### src/rtl/axi4_switch_custom.sv
// Two-slave to one-master AXI4-Stream packet switch with a single output register slice.
// Build option: define AXI4_SWITCH_REQ_SUPRESS_EN to let s_req_supress mask new-packet requests.
module axi4_switch_custom #(
  parameter int TDATA_L = 512,
  parameter int TUSER_L = 81,
  parameter int TKEEP_L = 16
) (
  input  logic               clk,
  input  logic               rst,
  input  logic [1:0]         s_req_supress,
  input  logic [TDATA_L-1:0] axi_s0_tdata_i,
  input  logic [TUSER_L-1:0] axi_s0_tuser_i,
  input  logic [TKEEP_L-1:0] axi_s0_tkeep_i,
  input  logic               axi_s0_tlast_i,
  input  logic               axi_s0_tvalid_i,
  output logic               axi_s0_tready_o,
  input  logic [TDATA_L-1:0] axi_s1_tdata_i,
  input  logic [TUSER_L-1:0] axi_s1_tuser_i,
  input  logic [TKEEP_L-1:0] axi_s1_tkeep_i,
  input  logic               axi_s1_tlast_i,
  input  logic               axi_s1_tvalid_i,
  output logic               axi_s1_tready_o,
  output logic [TDATA_L-1:0] axi_m0_tdata_o,
  output logic [TUSER_L-1:0] axi_m0_tuser_o,
  output logic [TKEEP_L-1:0] axi_m0_tkeep_o,
  output logic               axi_m0_tlast_o,
  output logic               axi_m0_tvalid_o,
  input  logic               axi_m0_tready_i
);

  typedef enum logic [1:0] {IDLE, GNT0, GNT1} state_t;

  state_t               state_reg;
  logic                 last_reg;       // 1 when port 1 was the most recent grant
  logic                 out_valid_reg;
  logic [TDATA_L-1:0]   out_tdata_reg;
  logic [TUSER_L-1:0]   out_tuser_reg;
  logic [TKEEP_L-1:0]   out_tkeep_reg;
  logic                 out_tlast_reg;

  logic [TDATA_L-1:0]   s_tdata [2];
  logic [TUSER_L-1:0]   s_tuser [2];
  logic [TKEEP_L-1:0]   s_tkeep [2];
  logic [1:0]           s_tlast;
  logic [1:0]           s_tvalid;
  logic [1:0]           s_tready;
  logic [1:0]           s_take;
  logic [1:0]           req;
  logic [1:0]           grant;
  logic                 out_ready;
  logic                 take_any;
  logic                 sel_port;

  assign s_tdata[0] = axi_s0_tdata_i;
  assign s_tdata[1] = axi_s1_tdata_i;
  assign s_tuser[0] = axi_s0_tuser_i;
  assign s_tuser[1] = axi_s1_tuser_i;
  assign s_tkeep[0] = axi_s0_tkeep_i;
  assign s_tkeep[1] = axi_s1_tkeep_i;
  assign s_tlast    = {axi_s1_tlast_i, axi_s0_tlast_i};
  assign s_tvalid   = {axi_s1_tvalid_i, axi_s0_tvalid_i};
  assign grant      = {state_reg == GNT1, state_reg == GNT0};

  // The slice can take a beat when empty or when its current beat leaves this cycle.
  assign out_ready  = ~out_valid_reg | axi_m0_tready_i;

`ifndef AXI4_SWITCH_REQ_SUPRESS_EN
  logic unused_supress;
  assign unused_supress = ^s_req_supress;
`endif

  generate
    for (genvar gi = 0; gi < 2; gi++) begin : g_port
`ifdef AXI4_SWITCH_REQ_SUPRESS_EN
      assign req[gi] = s_tvalid[gi] & ~s_req_supress[gi];
`else
      assign req[gi] = s_tvalid[gi];
`endif
      assign s_tready[gi] = ~rst & grant[gi] & out_ready;
      assign s_take[gi]   = s_tready[gi] & s_tvalid[gi];
    end
  endgenerate

  assign take_any        = |s_take;
  assign sel_port        = grant[1];
  assign axi_s0_tready_o = s_tready[0];
  assign axi_s1_tready_o = s_tready[1];

  always_ff @(posedge clk) begin
    if (rst) begin
      state_reg     <= IDLE;
      last_reg      <= 1'b1;
      out_valid_reg <= 1'b0;
    end else begin
      case (state_reg)
        IDLE: begin
          // On a tie the port that was not served last wins.
          if (req[0] && (!req[1] || last_reg)) begin
            state_reg <= GNT0;
            last_reg  <= 1'b0;
          end else if (req[1]) begin
            state_reg <= GNT1;
            last_reg  <= 1'b1;
          end
        end
        GNT0: if (s_take[0] && s_tlast[0]) state_reg <= IDLE;
        GNT1: if (s_take[1] && s_tlast[1]) state_reg <= IDLE;
        default: state_reg <= IDLE;
      endcase

      if (take_any)
        out_valid_reg <= 1'b1;
      else if (axi_m0_tready_i)
        out_valid_reg <= 1'b0;
    end
  end

  always_ff @(posedge clk) begin
    if (take_any) begin
      out_tdata_reg <= s_tdata[sel_port];
      out_tuser_reg <= s_tuser[sel_port];
      out_tkeep_reg <= s_tkeep[sel_port];
      out_tlast_reg <= s_tlast[sel_port];
    end
  end

  assign axi_m0_tdata_o  = out_tdata_reg;
  assign axi_m0_tuser_o  = out_tuser_reg;
  assign axi_m0_tkeep_o  = out_tkeep_reg;
  assign axi_m0_tlast_o  = out_tlast_reg;
  assign axi_m0_tvalid_o = out_valid_reg;

endmodule

### config.mk
export PLATFORM = sky130hd
export DESIGN_NAME = axi4_switch_custom
export DESIGN_NICKNAME = d
export VERILOG_FILES = /design/src/rtl/axi4_switch_custom.sv
export SDC_FILE = /design/constraint.sdc
export NUM_CORES = 1
export LEC_CHECK = 0
export CAP_MARGIN = 15
export CORE_AREA = 2 2 718 720
export DETAILED_ROUTE_END_ITERATION = 6
export DIE_AREA = 0 0 720 722
export GPL_TIMING_DRIVEN = 0
export HOLD_SLACK_MARGIN = 0.06
export PLACE_DENSITY_LB_ADDON = 0.2
export SLEW_MARGIN = 10
export SYNTH_ARGS = -nofsm -noshare
export SYNTH_HDL_FRONTEND = slang
export SYNTH_SLANG_ARGS = --single-unit
export TNS_END_PERCENT = 20
### constraint.sdc
create_clock -name clk -period 61.8 [get_ports clk]
set_input_delay 18.54 -clock clk [delete_from_list [all_inputs] [get_ports clk]]
set_output_delay 18.54 -clock clk [all_outputs]
set_load 0.05 [all_outputs]
==> impl_metrics.csv <==
group,metric,value,unit
outcome,run_status,"finished, final reports clean",
placement,dp_cells,9941,
logic_synthesis,ys_seq_elements,614,
global_route,wire_length_of_the_first_global_routing_pass,408200,um
sta,hold_ws,0.5193,ns
route,final_antenna_net_count,0,
layout,layoutNonFillerInstCount,10207,
worst_hold_path,timing.hold.worst.class,"flip-flop to flip-flop",
setup_path,critPathLaunchType,"input port",
sta,final_period_minus_worst_setup_slack,39.76,ns
die,die_area,0.5198,mm2
cts,tritoncts.num_buffers,104,
sta,tightestPinTransition,1.102,ns
pwr,power-per-cell-area,23.68,mW/mm2
die,ios,1840,
layout,largest_register_ffs,512,
setup_path,r2r_slack,57.83,ns
layout,filler_cell_count,57709,
route,routedWlPerCell,34.83,um
setup_path,cp_max_fo,7,
die,chipHeight,722,um
cts,ctsLongestPathBuffers,4,
pwr,cellLeakagePower,20.67,nW
sta,final.period_utilization,64.33,%
sta,slew_headroom,26.27,%
cts,clock_tree.root_cell,"clkbuf_16",
die,initial_utilization,5.580,%
route,dr_total_vias,22948,
global_route,globalRouteTotalUtil,13.13,%
pwr,ir_drop,22.86,uV
global_route,overflow,0,
cts,clock_tree_from_tritoncts,"done",
route,route.detailed.drc,0,
setup_path,worst-endpoint-required,43.26,ns
route,detail_route.wirelength,355500,um
logic_synthesis,netlist_top_cells_area,"edfxtp_1 (64%), mux2_4 (30%), buf_8 (2.6%), mux2_2 (1.2%), buf_6 (0.39%)",
logic_synthesis,synthesis.area,0.02855,mm2
setup_path,crit_arrival,21.22,ns
cts,gates_resized_cts_repair,0,
logic_synthesis,ys_seq_area_share,64.43,%
cts,post-cts-setup-buffer-count,0,
sta,fmax,25.15,MHz
sta,setup_violations,0,
route,first_pass_iters,6,
cts,clock_sinks,614,
cts,post_cts_hold_buffer_count,0,
layout,postLayoutCellArea,0.05953,mm2
pwr,switching_power,0.0004257,W
placement,placed_area,0.05608,mm2
pwr,power.sequential.fraction,34.8,%
die,floorplan.die.width,720,um
logic_synthesis,area_share_of_the_largest_cell_type_after_synthesis,64.15,%
logic_synthesis,number_of_warnings_printed_during_yosys_synthesis,0,
cts,clk-insertion-delay-late,0.89,ns
sta,grt_setup_unrepaired,"no",
sta,worst_clock_skew,0.07819,ns
layout,layout-area-overhead-vs-synth,108.5,%
global_route,grt_start_max_net_pins,27,
die,core_area,0.5117,mm2
global_route,grt_pass1_vias,23425,
sta,maxSlewViolCount,0,
layout,num-nets-final,4518,
pwr,cell_internal_pwr,0.0009838,W
placement,place_congestion,0.9906,
layout,layout.core_utilization,11.63,%
global_route,grt_antenna_before_repair,443,
pwr,comb_power_share,23.0,%
logic_synthesis,synth.lib_cells_used.distinct,21,
pwr,power_frac_clock,42.3,%
setup_path,criticalPathCategory,"input port to output pin",
logic_synthesis,post_synth_inst_count,1316,
die,row_count,263,
logic_synthesis,mappedNetlistNets,2543,
layout,proportion_of_layout_cells_with_a_drive_suffix_above_1,25.61,%
placement,detailed_place_hpwl,323700,um
job,drv.max_cap_violation_count,0,
placement,port_buffers,1837,
route,detailedRoute.firstIterationViolations,1064,
cts,clk_pin_slew_worst_paths,0.05,ns
sta,hold_viol,0,
pwr,sw_frac_of_total,30.20,%
setup_path,crit_path_end_kind,"output pin",
cts,cts.htree.levels,3,
logic_synthesis,yosys.area.top_type,"edfxtp_1",
route,drt-vias-per-instance,2.248,
logic_synthesis,post_synth.cell_area_avg,21.70,um2
## per-stage QoR
step / setup WS (ns) / setup TNS (ns) / power [W]
final: 22.04 / 0 / 0.001409
after global routing: 21.82 / 0 / 0.001467
after CTS: 21.80 / 0 / 0.001458
after detailed placement: 21.82 / 0 / 0.0008337
after global placement: -8.509 / -5051.41 / 0.0008657
after floorplan: 16.17 / 0 / 0.0006627
## cell usage in the layout, fill, tap and decap left out, types with 2 or more instances in the layout
| master | synthesis | layout |
|---|---|---|
| clkinv_4 | 0 | 3 |
| buf_2 | 3 | 7 |
| inv_6 | 0 | 3 |
| clkinv_1 | 0 | 13 |
| nor4_1 | 2 | 2 |
| buf_8 | 50 | 50 |
| buf_12 | 5 | 28 |
| diode_2 | 0 | 84 |
| dfxtp_1 | 4 | 4 |
| mux2_4 | 579 | 579 |
| nand2_1 | 3 | 3 |
| clkdlybuf4s50_1 | 0 | 1833 |
| a21oi_1 | 3 | 3 |
| nor2_1 | 4 | 3 |
| clkbuf_1 | 0 | 21 |
| clkinv_2 | 0 | 14 |
| inv_16 | 0 | 3 |
| buf_6 | 10 | 10 |
| nand2b_1 | 4 | 4 |
| edfxtp_1 | 610 | 610 |
| clkinvlp_4 | 0 | 12 |
| mux2_2 | 31 | 31 |
| buf_16 | 0 | 9 |
| bufinv_16 | 0 | 7 |
| clkbuf_16 | 0 | 104 |
## power by group through the flow
| stage | clock, W | sequential (W) | combinational, W |
|---|---|---|---|
| 2_1_floorplan | 0 | 0.000570 | 0.0000928 |
| 3_3_place_gp | 0 | 0.000536 | 0.000329 |
| 3_5_place_dp | 0 | 0.000499 | 0.000335 |
| 4_1_cts | 0.000632 | 0.000490 | 0.000336 |
| 5_1_grt | 0.000636 | 0.000491 | 0.000339 |
| 6_report | 0.000596 | 0.000490 | 0.000324 |
## Yosys cell counts
library cell    n
nor4_1          2
nor2_1          4
nor2b_1         1
mux2_4        579
nor4b_1         1
buf_12          5
nand3_1         1
nand2_1         3
o22a_1          1
a221o_1         1
inv_1           1
dfxtp_1         4
edfxtp_1      610
nand2b_1        4
a21oi_1         3
buf_8          50
buf_2           3
nor3b_1         1
buf_6          10
mux2_2         31
nor3_1          1
## cell type report
type	count	area [um2]	share of cell area, %
clock buffers	125	2681	4.504
diodes	84	210.2	0.3531
repair buffers	1869	19080	32.04
multi-input cells	633	9180	15.42
plain buffers	68	978.4	1.644
well taps	6757	8454	14.20
clock inverters	56	548.0	0.9206
inverters	1	3.754	0.006305
flip-flops and latches	614	18400	30.90
## worst max-delay path: stages
cell	delay, ns
clkdlybuf4s50_1	0.53
nand2b_1	0.52
nor3b_1	0.35
clkdlybuf4s50_1	1.22
## final timing paths
kind,startpoint,to,cells after the start
worst max-delay path,rst,axi_s0_tready_o,4
worst min-delay path,state_reg[0],state_reg[1],1
worst max register to register,state_reg[1],axi_m0_tdata_o[75],14
worst min register to register,state_reg[0],state_reg[1],1
## cell families (layout without fill, tap and decap cells)
kind of cell,Yosys count,count (layout),share of synthesized area [%]
multiplexers,610,610,31.67
flip-flops,614,614,64.43
AO/OA/AOI/OAI,5,5,0.1183
buffers and inverters,69,2119,3.440
AND/OR/NAND/NOR,18,18,0.3374
other,0,84,0
## metal layers
layer / wire (um) / track usage [%] / vias up
met3: 51880 / 8.726 / 774
met2: 172300 / 22.82 / 1771
met4: 9715 / 2.647 / 198
met1: 120400 / 13.02 / 10884
li1: - / - / 9321
met5: 1271 / 0 / -
No activity file was read; power rests on OpenSTA's default activity.
